<file path="config.mk">
export PLATFORM = sky130hd
export DESIGN_NAME = pico_bus_bridge
export DESIGN_NICKNAME = d
export VERILOG_FILES = /design/src/rtl/pico_bus_pkg.sv /design/src/rtl/pico_bus_addr_decode.sv /design/src/rtl/pico_bus_bridge.sv
export SDC_FILE = /design/constraint.sdc
export NUM_CORES = 1
export LEC_CHECK = 0
export CAP_MARGIN = 0
export CORE_MARGIN = 2
export CORE_UTILIZATION = 32
export DETAILED_ROUTE_END_ITERATION = 8
export PLACE_DENSITY = 0.76
export SETUP_SLACK_MARGIN = 0.1
export SYNTH_ARGS = -nofsm -noshare
export SYNTH_HDL_FRONTEND = slang
export SYNTH_SLANG_ARGS = --single-unit
</file>
<file path="constraint.sdc">
create_clock -name clk -period 1.95 [get_ports clk]
set_clock_uncertainty 0.1 [all_clocks]
set_input_delay 0.39 -clock clk [delete_from_list [all_inputs] [get_ports clk]]
set_output_delay 0.39 -clock clk [all_outputs]
set_load 0.05 [all_outputs]
</file>
<file path="src/rtl/pico_bus_pkg.sv">
// Shared types and helpers for the PicoBus bridge: FSM state encoding,
// default error word and a slice extractor for flattened per-slave vectors.
package pico_bus_pkg;

    typedef enum logic [1:0] {
        IDLE    = 2'd0,
        RD_WAIT = 2'd1,
        RD_RESP = 2'd2
    } state_e;

    localparam logic [31:0] DEFAULT_ERR_DATA = 32'hDEAD_BEEF;

    // Upper bounds for get_slice: 16 slaves of up to 64 bits each.
    localparam int unsigned FLAT_MAX_W  = 1024;
    localparam int unsigned SLICE_MAX_W = 64;

    function automatic logic [SLICE_MAX_W-1:0] get_slice(
        input logic [FLAT_MAX_W-1:0] vec,
        input int unsigned           idx,
        input int unsigned           w
    );
        return SLICE_MAX_W'(vec >> (idx * w));
    endfunction

endpackage

</file>
<file path="src/rtl/pico_bus_addr_decode.sv">
// Combinational base/mask window decoder: one-hot hit vector with
// lowest-index priority on overlapping windows, plus a miss flag.
module pico_bus_addr_decode #(
    parameter int                      N_SLAVES  = 4,
    parameter logic [N_SLAVES*32-1:0]  BASE_ADDR = {N_SLAVES{32'h0000_0000}},
    parameter logic [N_SLAVES*32-1:0]  ADDR_MASK = {N_SLAVES{32'hFFFF_F000}}
) (
    input  logic [31:0]          addr,
    output logic [N_SLAVES-1:0]  hit,
    output logic                 miss
);

    // Scan from the highest index down so the lowest matching window wins.
    always_comb begin
        hit = '0;
        for (int i = N_SLAVES - 1; i >= 0; i--) begin
            if ((addr & ADDR_MASK[32*i +: 32]) == BASE_ADDR[32*i +: 32]) begin
                hit    = '0;
                hit[i] = 1'b1;
            end else begin
                hit = hit;
            end
        end
    end

    assign miss = ~|hit;

endmodule

</file>
<file path="src/rtl/pico_bus_bridge.sv">
// Registered, address-decoded PicoBus bridge with read-valid handshake and timeout.
// Optional error counter enabled by defining PICO_BUS_BRIDGE_STATS_EN.
module pico_bus_bridge
    import pico_bus_pkg::*;
#(
    parameter int                      WIDTH     = 32,
    parameter int                      N_SLAVES  = 4,
    parameter logic [N_SLAVES*32-1:0]  BASE_ADDR = {N_SLAVES{32'h0000_0000}},
    parameter logic [N_SLAVES*32-1:0]  ADDR_MASK = {N_SLAVES{32'hFFFF_F000}},
    parameter int                      TIMEOUT   = 256,
    parameter logic [31:0]             ERR_DATA  = DEFAULT_ERR_DATA
) (
    input  logic                      clk,
    input  logic                      rst_n,
    input  logic [31:0]               m_addr,
    input  logic [WIDTH-1:0]          m_din,
    input  logic                      m_wren,
    input  logic                      m_rden,
    output logic [WIDTH-1:0]          m_dout,
    output logic                      m_rvalid,
    output logic                      m_busy,
    output logic [31:0]               s_addr,
    output logic [WIDTH-1:0]          s_din,
    output logic [N_SLAVES-1:0]       s_wren,
    output logic [N_SLAVES-1:0]       s_rden,
    input  logic [N_SLAVES*WIDTH-1:0] s_dout,
    input  logic [N_SLAVES-1:0]       s_rvalid
`ifdef PICO_BUS_BRIDGE_STATS_EN
    ,
    input  logic                      err_clr,
    output logic [15:0]               err_count
`endif
);

    localparam int               CNT_W = $clog2(TIMEOUT + 1);
    localparam logic [WIDTH-1:0] ERR_W = WIDTH'(ERR_DATA);

    state_e                state_r, state_s;
    logic [31:0]           s_addr_r, s_addr_s;
    logic [WIDTH-1:0]      s_din_r, s_din_s;
    logic [N_SLAVES-1:0]   s_wren_r, s_wren_s;
    logic [N_SLAVES-1:0]   s_rden_r, s_rden_s;
    logic [WIDTH-1:0]      m_dout_r, m_dout_s;
    logic                  m_rvalid_r, m_rvalid_s;
    logic                  m_busy_r, m_busy_s;
    logic [N_SLAVES-1:0]   sel_r, sel_s;
    logic [CNT_W-1:0]      cnt_r, cnt_s;
    logic [N_SLAVES-1:0]   hit_s;
    logic                  miss_s;
    logic                  sel_valid_s;
    logic                  timeout_s;
    logic [WIDTH-1:0]      rdata_s;

    pico_bus_addr_decode #(
        .N_SLAVES  (N_SLAVES),
        .BASE_ADDR (BASE_ADDR),
        .ADDR_MASK (ADDR_MASK)
    ) u_decode (
        .addr (m_addr),
        .hit  (hit_s),
        .miss (miss_s)
    );

    assign sel_valid_s = |(s_rvalid & sel_r);
    assign timeout_s   = (cnt_r == CNT_W'(TIMEOUT - 1));

    // Read-data mux over the one-hot selection captured when the read was issued.
    always_comb begin
        rdata_s = '0;
        for (int i = 0; i < N_SLAVES; i++) begin
            if (sel_r[i]) begin
                rdata_s = rdata_s | WIDTH'(get_slice(FLAT_MAX_W'(s_dout), i, WIDTH));
            end else begin
                rdata_s = rdata_s;
            end
        end
    end

    // Next-state and next-output logic; RD_RESP accepts new requests like IDLE.
    always_comb begin
        state_s    = state_r;
        s_addr_s   = s_addr_r;
        s_din_s    = s_din_r;
        s_wren_s   = '0;
        s_rden_s   = '0;
        m_dout_s   = m_dout_r;
        m_rvalid_s = 1'b0;
        m_busy_s   = m_busy_r;
        sel_s      = sel_r;
        cnt_s      = cnt_r;
        case (state_r)
            IDLE, RD_RESP: begin
                state_s  = IDLE;
                m_busy_s = 1'b0;
                if (m_wren) begin
                    s_addr_s = m_addr;
                    s_din_s  = m_din;
                    s_wren_s = miss_s ? '0 : hit_s;
                end else if (m_rden) begin
                    // A miss waits one cycle with an empty selection, then returns ERR_DATA.
                    s_addr_s = m_addr;
                    s_rden_s = hit_s;
                    sel_s    = hit_s;
                    cnt_s    = '0;
                    m_busy_s = 1'b1;
                    state_s  = RD_WAIT;
                end else begin
                    state_s = IDLE;
                end
            end
            RD_WAIT: begin
                cnt_s = cnt_r + CNT_W'(1);
                if (sel_valid_s) begin
                    m_dout_s   = rdata_s;
                    m_rvalid_s = 1'b1;
                    m_busy_s   = 1'b0;
                    state_s    = RD_RESP;
                end else if ((sel_r == '0) || timeout_s) begin
                    m_dout_s   = ERR_W;
                    m_rvalid_s = 1'b1;
                    m_busy_s   = 1'b0;
                    state_s    = RD_RESP;
                end else begin
                    state_s = RD_WAIT;
                end
            end
            default: begin
                state_s  = IDLE;
                m_busy_s = 1'b0;
            end
        endcase
    end

    // State and registered-output update.
    always_ff @(posedge clk or negedge rst_n) begin
        if (!rst_n) begin
            state_r    <= IDLE;
            s_addr_r   <= 32'h0000_0000;
            s_din_r    <= '0;
            s_wren_r   <= '0;
            s_rden_r   <= '0;
            m_dout_r   <= '0;
            m_rvalid_r <= 1'b0;
            m_busy_r   <= 1'b0;
            sel_r      <= '0;
            cnt_r      <= '0;
        end else begin
            state_r    <= state_s;
            s_addr_r   <= s_addr_s;
            s_din_r    <= s_din_s;
            s_wren_r   <= s_wren_s;
            s_rden_r   <= s_rden_s;
            m_dout_r   <= m_dout_s;
            m_rvalid_r <= m_rvalid_s;
            m_busy_r   <= m_busy_s;
            sel_r      <= sel_s;
            cnt_r      <= cnt_s;
        end
    end

    assign s_addr   = s_addr_r;
    assign s_din    = s_din_r;
    assign s_wren   = s_wren_r;
    assign s_rden   = s_rden_r;
    assign m_dout   = m_dout_r;
    assign m_rvalid = m_rvalid_r;
    assign m_busy   = m_busy_r;

`ifdef PICO_BUS_BRIDGE_STATS_EN
    logic        err_inc_s;
    logic [15:0] err_count_r;

    assign err_inc_s = ((state_r != RD_WAIT) && m_wren && miss_s) ||
                       ((state_r == RD_WAIT) && !sel_valid_s && ((sel_r == '0) || timeout_s));

    // Saturating error counter; a clear request wins over a same-cycle increment.
    always_ff @(posedge clk or negedge rst_n) begin
        if (!rst_n) begin
            err_count_r <= 16'h0000;
        end else if (err_clr) begin
            err_count_r <= 16'h0000;
        end else if (err_inc_s && (err_count_r != 16'hFFFF)) begin
            err_count_r <= err_count_r + 16'h0001;
        end else begin
            err_count_r <= err_count_r;
        end
    end

    assign err_count = err_count_r;
`endif

endmodule

</file>
; ---- After elaboration in Yosys (flattened, before gate mapping)
; Index checks and enable logic that the tools add are counted.
[totals]
output_inout_bits = 106
romBits = 0
latchBits = 0
n_memories = 0
ff_bits = 121
ram_bits = 0
[op_classes]
bitwise = 5
n_mul = 0
addsub = 1
n_reduce_logical = 15
n_mux = 31
eq_ne = 6
magnitude_cmp = 0
shifts = 0
div = 0
[ops]
columns = cell, n
row1 = $mux 32, 8
row2 = $or 32x32->32, 3
row3 = $logic_not 32->1, 1
row4 = $mux 4, 6
row5 = $mux 9, 2
row6 = $pmux 9 s2, 1
row7 = $mux 1, 10
row8 = $add 9x1->9 const B, 1
row9 = $eq 9x8->1 const B, 1
row10 = $reduce_or 4->1, 2
row11 = $reduce_and 2->1, 3
row12 = $reduce_and 3->1, 2
row13 = $reduce_bool 2->1, 3
row14 = $and 4x4->4, 1
row15 = $logic_not 4->1, 1
row16 = $mux 2, 2
row17 = $ne 2x2->1 const B, 2
row18 = $pmux 2 s2, 1
row19 = $ne 3x3->1 const B, 1
row20 = $eq 2x1->1 const B, 1
row21 = $eq 2x2->1 const B, 1
row22 = $logic_not 2->1, 1
row23 = $pmux 1 s2, 1
row24 = $reduce_or 2->1, 1
row25 = other kinds (2), 2

; ---- Longest topological paths before layout
; Gate-level depths: netlist (run 1).
[depth]
ltp_word = 8
ltp_mapped = 7

; ---- Hierarchy
; A second synthesis (run 1) with hierarchy kept.
[unflattened]
cells_unflattened = 398
area_unflattened_um2 = 5420.2
[by_module_without_submodules]
columns = mod, seq_area_each_um2, n_inst, area_each_um2, cells_each
row1 = pico_bus_bridge, 3027.9, 1, 5343.9, 385
row2 = pico_bus_addr_decode, 0.0, 1, 76.3, 13

; ---- Least setup slack after synthesis (run 1)
; Ideal clock, no wire load.
[synth_timing]
path_kind = register to register
startpoint = reg cnt_r[0]
endpoint = reg m_dout_r[10], in the netlist m_dout[10]
path_stages_with_launch = 8
setup_slack_ns = 0.072
arrival_time_ns = 1.659
period_less_slack_ns = 1.878
cell_sequence = dfrtp_1 > ha_1 > and4_1 > ha_1 > nor3b_2 > nor2_4 > buf_2 > o21a_1
[synth_via]
elab_chain_len = 4
[synth_lines]
columns = element, line_no
row1 = from (decl), pico_bus_bridge.sv:47  ; logic [CNT_W-1:0] cnt_r, cnt_s;
row2 = from (signal assigned), pico_bus_bridge.sv:157  ; cnt_r <= cnt_s;
row3 = $eq 9x8->1, pico_bus_bridge.sv:65  ; assign timeout_s = (cnt_r == CNT_W'(TIMEOUT - 1));
row4 = $logic_or 1x1->1, pico_bus_bridge.sv:118  ; end else if ((sel_r == '0) || timeout_s) begin
row5 = $reduce_bool 2->1 (no source line), --
row6 = $reduce_and 2->1 (no source line), --
row7 = to (signal assigned), pico_bus_bridge.sv:153  ; m_dout_r <= m_dout_s;
row8 = to (decl), pico_bus_bridge.sv:43  ; logic [WIDTH-1:0] m_dout_r, m_dout_s;
; Every way passes these cells.
; A chain may end at the register's enable or synchronous reset.

; ---- Worst setup path in the final report (run 1)
[layout_timing]
startpoint = reg cnt_r[4]
endpoint = reg m_dout_r[31], in the netlist m_dout[31]
; Same word-level chain as after synthesis.

==> impl_metrics.csv, run 1 <==
group,metric,value,unit
status,status,"finished, final reports clean",
placed_design,place_inst,703,
routing,ant_nets,0,
cts,clk_pin_slew,0.07,ns
global_route,grt_max_degree,64,
synth,yosys-top-cells-area,"dfrtp_1 (61%), mux2_2 (16%), nand4b_1 (4.6%)",
cts,clockBufferDepth,2,
routing,routed_via_density,4.804,
worst_setup_path,crit_fanout,13,
sta,finalSetupTns,0,ns
synth,synthCells,337,
routing,drt-pass1-iter-count,4,
synth,yosysTopAreaCellShare,61.24,%
global_route,first_global_vias,3576,
routing,vias,3507,
worst_setup_path,r2r-end,"m_dout[31]$_DFFE_PN0P_",
routing,wl_per_cell,15.68,um
power,ir_drop,0.4691,mV
worst_setup_path,max_stage_delay,0.39,ns
power,pwr_density_cell,883.6,nW/um^2
synth,ys_seq_area_share,61.24,%
routing,wirelength,11.45,mm
routing,drc,0,
worst_setup_path,crit_arrival,2.02,ns
cts,htreeDepth,3,
floorplan,start_util,32.85,%
placed_design,gp_congestion,0.7557,
worst_setup_path,cp_slowest_cell,"dfrtp_1",
finish,fin_area,6998,sq um
worst_setup_path,worst_setup_path_start_kind,"flip-flop",
sta,max_freq,530.5,MHz
placed_design,dp_hpwl,8.128,mm
worst_setup_path,worst_ep_required_time,2.09,ns
synth,synth_edf_count,0,
sta,hold_viol,0,
placed_design,port_buffers,200,
synth,avgSynthCellArea,13.58,sq um
placed_design,placed_cell_area,6554,sq um
floorplan,die_area,15280,sq um
synth,ys_ff_latch,112,
cts,cts_tree,"yes",
cts,root_buffer,"clkbuf_16",
finish,finalNonFillerCells,730,
hold_path,holdPathEnd,"cnt_r[7]$_DFFE_PN0P_",
global_route,grtUsageTotal,14.85,%
worst_setup_path,r2r_cells,8,
job,maxCapViolations,0,
finish,drive_above_1_share,38.36,%
finish,syn_to_final_growth,52.90,%
worst_setup_path,crit_chain,"and4_4 -> and4_1 -> ha_2 -> nor3b_4 -> buf_6 -> nor2_4 -> buf_12 -> o21a_1",
synth,ys_types,32,
synth,yosysWarnings,0,
finish,final_common_cell,"buf_4",
synth,synthFlopType,"dfrtp_1",
worst_setup_path,cp-end-kind,"flip-flop",
routing,drtIter0Drc,141,
sta,drv_slew,0,
synth,synth-async-reset-ratio,100.0,%
global_route,antenna_found_initial,0,
hold_path,hold_path_depth,1,
worst_setup_path,path_class,"reg -> reg",
floorplan,design.core.area,13930,sq um
sta,rsz0062_at_grt,"yes",
synth,synth_area,4577,sq um
cts,cts.sinks,112,
global_route,grt_pass1_wl,17.64,mm
worst_setup_path,reg2reg_from,"cnt_r[4]$_DFFE_PN0P_",
hold_path,min_from,"cnt_r[7]$_DFFE_PN0P_",
worst_setup_path,reg2reg_slack,0.06,ns
finish,fin_nets,747,
sta,min_period_over_period,96.67,%
cts,cts_made_buffers,9,
floorplan,rows,43,
power,leakagePower,3.012,nW
finish,layout_common_cells,"buf_4 (115), dfrtp_1 (112), clkdlybuf4s50_1 (99)",
sta,setup_viol_count_final,0,
cts,insertion_delay,0.34,ns
sta,finalCriticalPeriod,1.885,ns
hold_path,hold_class,"reg -> reg",
finish,num_antenna_cells,0,
floorplan,die_w,123.6,um
finish,fillers,1226,
sta,whs,0.3880,ns
floorplan,num_io_pins,306,
synth,synth_top_cell_by_area,"dfrtp_1",
global_route,grt_overflow,0,
floorplan,die_h,123.6,um
## per-stage QoR
step                utilization (%)  total power [mW]  setup WS [ns]
finish                        50.22             6.183        0.06492
global route                  50.22             6.452       -0.01323
CTS                           50.06             6.268        0.07684
detailed placement            47.03             4.221       -0.05194
global placement              47.03             4.185       -0.01894
floorplan                         -             3.585        0.08790
## worst max path at each step
stage | slack [ns] | from | end | cells after the start
3_5_place_dp | -0.05 | m_wren | s_din[30]$_DFFE_PN0P_ | 4
5_1_grt | -0.01 | cnt_r[5]$_DFFE_PN0P_ | m_dout[25]$_DFFE_PN0P_ | 8
3_3_place_gp | -0.02 | m_wren | s_din[15]$_DFFE_PN0P_ | 4
6_report | 0.06 | cnt_r[4]$_DFFE_PN0P_ | m_dout[31]$_DFFE_PN0P_ | 8
4_1_cts | 0.08 | cnt_r[4]$_DFFE_PN0P_ | m_dout[31]$_DFFE_PN0P_ | 8
2_1_floorplan | 0.09 | cnt_r[4]$_DFFE_PN0P_ | m_dout[10]$_DFFE_PN0P_ | 7
## area by class of cell
| cell class | instances | area (sq um) | share of cell area [%] |
|---|---|---|---|
| Sequential cell | 112 | 2803 | 40.05 |
| Clock buffer | 10 | 239.0 | 3.415 |
| Multi-Input combinational cell | 198 | 1649 | 23.57 |
| Timing Repair Buffer | 222 | 1984 | 28.36 |
| Tap cell | 180 | 225.2 | 3.218 |
| Inverter | 2 | 7.507 | 0.1073 |
| Clock inverter | 6 | 90.09 | 1.287 |
## critical path: cells and delay by family (launching register included)
family / cells / cell delay (ns)
DFF: 1 / 0.39
AOI/OAI and AO/OA: 1 / 0.17
buffers and inverters: 2 / 0.28
and+or+nand+nor: 4 / 0.63
adders and majority gates: 1 / 0.19
## state kept, by name, indices dropped and copies added, names as in the netlist
name      flops
m_rvalid      1
s_rden        1
s_wren        1
m_dout       32
m_busy        1
cnt_r         9
s_din        32
state_r       2
sel_r         1
s_addr       32
## cells in the mapped netlist, drive strengths merged, types with 2 or more instances
cell type / number
a21o: 2
and4: 2
nand4: 9
a31oi: 2
nor2: 2
buf: 24
dfrtp: 112
nor4: 5
ha: 2
nand4b: 24
nand2: 21
o21a: 24
nor3b: 2
clkbuf: 7
nand3: 7
nor3: 2
o21ai: 10
inv: 2
mux2i: 5
mux2: 65
## power by group
group	switching (mW)	internal [mW]	total, mW
Combinational	0.949	0.615	1.56
Sequential	0.108	2.51	2.62
Clock	0.835	1.17	2.00
Total	1.89	4.29	6.18
## metal layers
metal	vias to the layer above	global-route usage [%]	routed length, um
li1	1618	-	-
met4	0	6.676	208
met3	13	4.625	1010
met5	-	0	0
met1	1723	18.40	4675
met2	153	23.83	5554
## cell families after synthesis
logic type,after synthesis,share of synthesized area [%]
flip-flops,112,61.24
multiplexers,70,17.09
AO/OA/AOI/OAI,40,5.960
buffers and inverters,33,3.827
AND/OR/NAND/NOR,79,11.26
adder cells (fa/ha/maj),2,0.5467
other,1,0.08193
## what timing repair did
item	in CTS	in global routing
setup endpoints to repair	37	35
cloned	1	0
setup buffers	6	3
hold endpoints to repair	112	0
resized for setup	6	3
pin swaps	3	1
hold buffers	1	0
No activity file was read; power rests on OpenSTA's default activity.
==> run 2, diff against run 1 <==
SKIP_CTS_REPAIR_TIMING = 1   (was not set)
==> run 2 against run 1 <==
Maximum frequency fell by 0.81%; core utilization barely moved; register-to-register slack got worse by 0.02 ns; sequential power barely moved; die area did not move; total power barely moved.
==> impl_metrics.csv, run 2 (synthesized netlist as in run 1, its figures left out) <==
group,metric,value,unit
status,status,"finished, final reports clean",
power,ir_drop,0.4687,mV
power,p_sw,1.892,mW
routing,drtIter0Drc,132,
global_route,grt_max_degree,64,
worst_setup_path,max_stage_delay,0.40,ns
placed_design,gp_congestion,0.7557,
worst_setup_path,crit_arrival,2.04,ns
worst_setup_path,crit_chain,"and4_4 -> and4_1 -> ha_2 -> nor3b_4 -> buf_6 -> nor2_4 -> buf_12 -> o21a_1",
sta,finalSetupTns,0,ns
finish,drive_above_1_share,38.36,%
floorplan,design.core.area,13930,sq um
power,p_clk_share,32.3,%
cts,root_buffer,"clkbuf_16",
global_route,grt_overflow,0,
sta,max_freq,526.2,MHz
global_route,antenna_found_initial,0,
routing,drt-pass1-iter-count,4,
cts,cts.sinks,112,
worst_setup_path,crit_fanout,13,
worst_setup_path,cp-end-kind,"flip-flop",
finish,num_antenna_cells,0,
sta,hold_viol,0,
finish,final_common_cell,"buf_4",
power,power.internal,4.295,mW
sta,finalCriticalPeriod,1.901,ns
routing,wl_per_cell,15.69,um
hold_path,hold_class,"reg -> reg",
routing,wirelength,11.45,mm
sta,relSlewSlack,66.27,%
global_route,first_global_vias,3540,
finish,syn_to_final_growth,52.98,%
floorplan,die_h,123.6,um
sta,setup_viol_count_final,0,
floorplan,die_area,15280,sq um
sta,rsz0062_at_grt,"yes",
worst_setup_path,reg2reg_slack,0.05,ns
sta,tightest_slew,0.5051,ns
cts,insertion_delay,0.35,ns
power,pwr-share-comb,25.4,%
routing,routed_via_density,4.784,
sta,drv_slew,0,
power,p_seq_share,42.3,%
placed_design,port_buffers,200,
floorplan,rows,43,
global_route,grt_pass1_wl,17.31,mm
worst_setup_path,cp_slowest_cell,"dfrtp_1",
sta,min_period_over_period,97.46,%
worst_setup_path,path_class,"reg -> reg",
power,pwr_density_cell,883.7,nW/um^2
floorplan,start_util,32.85,%
finish,layout_common_cells,"buf_4 (115), dfrtp_1 (112), clkdlybuf4s50_1 (99)",
finish,fillers,1223,
global_route,grtUsageTotal,14.52,%
routing,ant_nets,0,
worst_setup_path,r2r_cells,8,
finish,fin_nets,747,
floorplan,num_io_pins,306,
job,maxCapViolations,0,
worst_setup_path,worst_ep_required_time,2.09,ns
cts,htreeDepth,3,
power,switching_share,30.58,%
cts,cts_tree,"yes",
placed_design,dp_hpwl,8.128,mm
hold_path,hold_path_depth,1,
floorplan,die_w,123.6,um
power,leakagePower,3.024,nW
routing,drc,0,
cts,cts_made_buffers,9,
finish,utilization,50.25,%
cts,clk_pin_slew,0.07,ns
routing,vias,3492,
worst_setup_path,worst_setup_path_start_kind,"flip-flop",
cts,clockBufferDepth,2,
## run 2: changes by cell type in the layout (fill, tap and decap cells not counted)
| cell | change |
|---|---|
| o21ai_0 | +2 |
| o21ai_1 | -2 |
| dlygate4sd2_1 | -1 |
| dlymetal6s2s_1 | +1 |
## run 2: metrics by stage
| step | hold slack [ns] | power [mW] | instance area (sq um) | worst slack, ns | instances |
|---|---|---|---|---|---|
| after global placement | 0.3042 | 4.185 | 6554 | -0.01894 | 703 |
| final | 0.3868 | 6.188 | 7002 | 0.04947 | 730 |
| after global routing | 0.4090 | 6.457 | 7002 | 0.008379 | 730 |
| after floorplan | -0.005591 | 3.585 | 4603 | 0.08790 | 342 |
| after detailed placement | 0.3106 | 4.221 | 6554 | -0.05194 | 703 |
| after CTS | -0.06773 | 6.254 | 6883 | -0.05775 | 719 |
## run 2: power groups by stage
stage	sequential, mW	clock [mW]	combinational (mW)
2_1_floorplan	3.25	0	0.334
3_3_place_gp	2.65	0	1.53
3_5_place_dp	2.67	0	1.56
4_1_cts	2.62	2.07	1.56
5_1_grt	2.64	2.17	1.65
6_report	2.62	2.00	1.57
## run 2: worst max-delay path, delay by kind of cell (launching register included)
| family | cells | cell delay, ns |
|---|---|---|
| DFF | 1 | 0.40 |
| and+or+nand+nor | 4 | 0.63 |
| adders and majority gates | 1 | 0.19 |
| buffers and inverters | 2 | 0.29 |
| AOI/OAI and AO/OA | 1 | 0.17 |
## run 2: layer usage
metal / vias up / track usage, % / part of all wire [%]
li1: 1618 / - / -
met1: 1716 / 17.69 / 41
met2: 145 / 23.42 / 49
met3: 13 / 4.716 / 8.7
met4: 0 / 6.676 / 1.8
met5: - / 0 / 0
## run 2: area by class of cell
class | instances | area, sq um | share of cell area [%]
tap | 180 | 225.2 | 3.217
timing repair buffer | 222 | 1988 | 28.40
clock inverter | 6 | 90.09 | 1.287
sequential | 112 | 2803 | 40.03
multi-input combinational | 198 | 1649 | 23.55
clock buffer | 10 | 239.0 | 3.413
inverter | 2 | 7.507 | 0.1072
## run 2: final timing paths
| kind | from | end |
|---|---|---|
| setup / recovery | cnt_r[4]$_DFFE_PN0P_ | m_dout[31]$_DFFE_PN0P_ |
| hold / removal | cnt_r[7]$_DFFE_PN0P_ | cnt_r[7]$_DFFE_PN0P_ |
| setup reg to reg | cnt_r[4]$_DFFE_PN0P_ | m_dout[31]$_DFFE_PN0P_ |
| hold reg to reg | cnt_r[7]$_DFFE_PN0P_ | cnt_r[7]$_DFFE_PN0P_ |
| max in group asynchronous | rst_n | s_addr[2]$_DFFE_PN0P_ |
| min in group asynchronous | rst_n | m_dout[16]$_DFFE_PN0P_ |
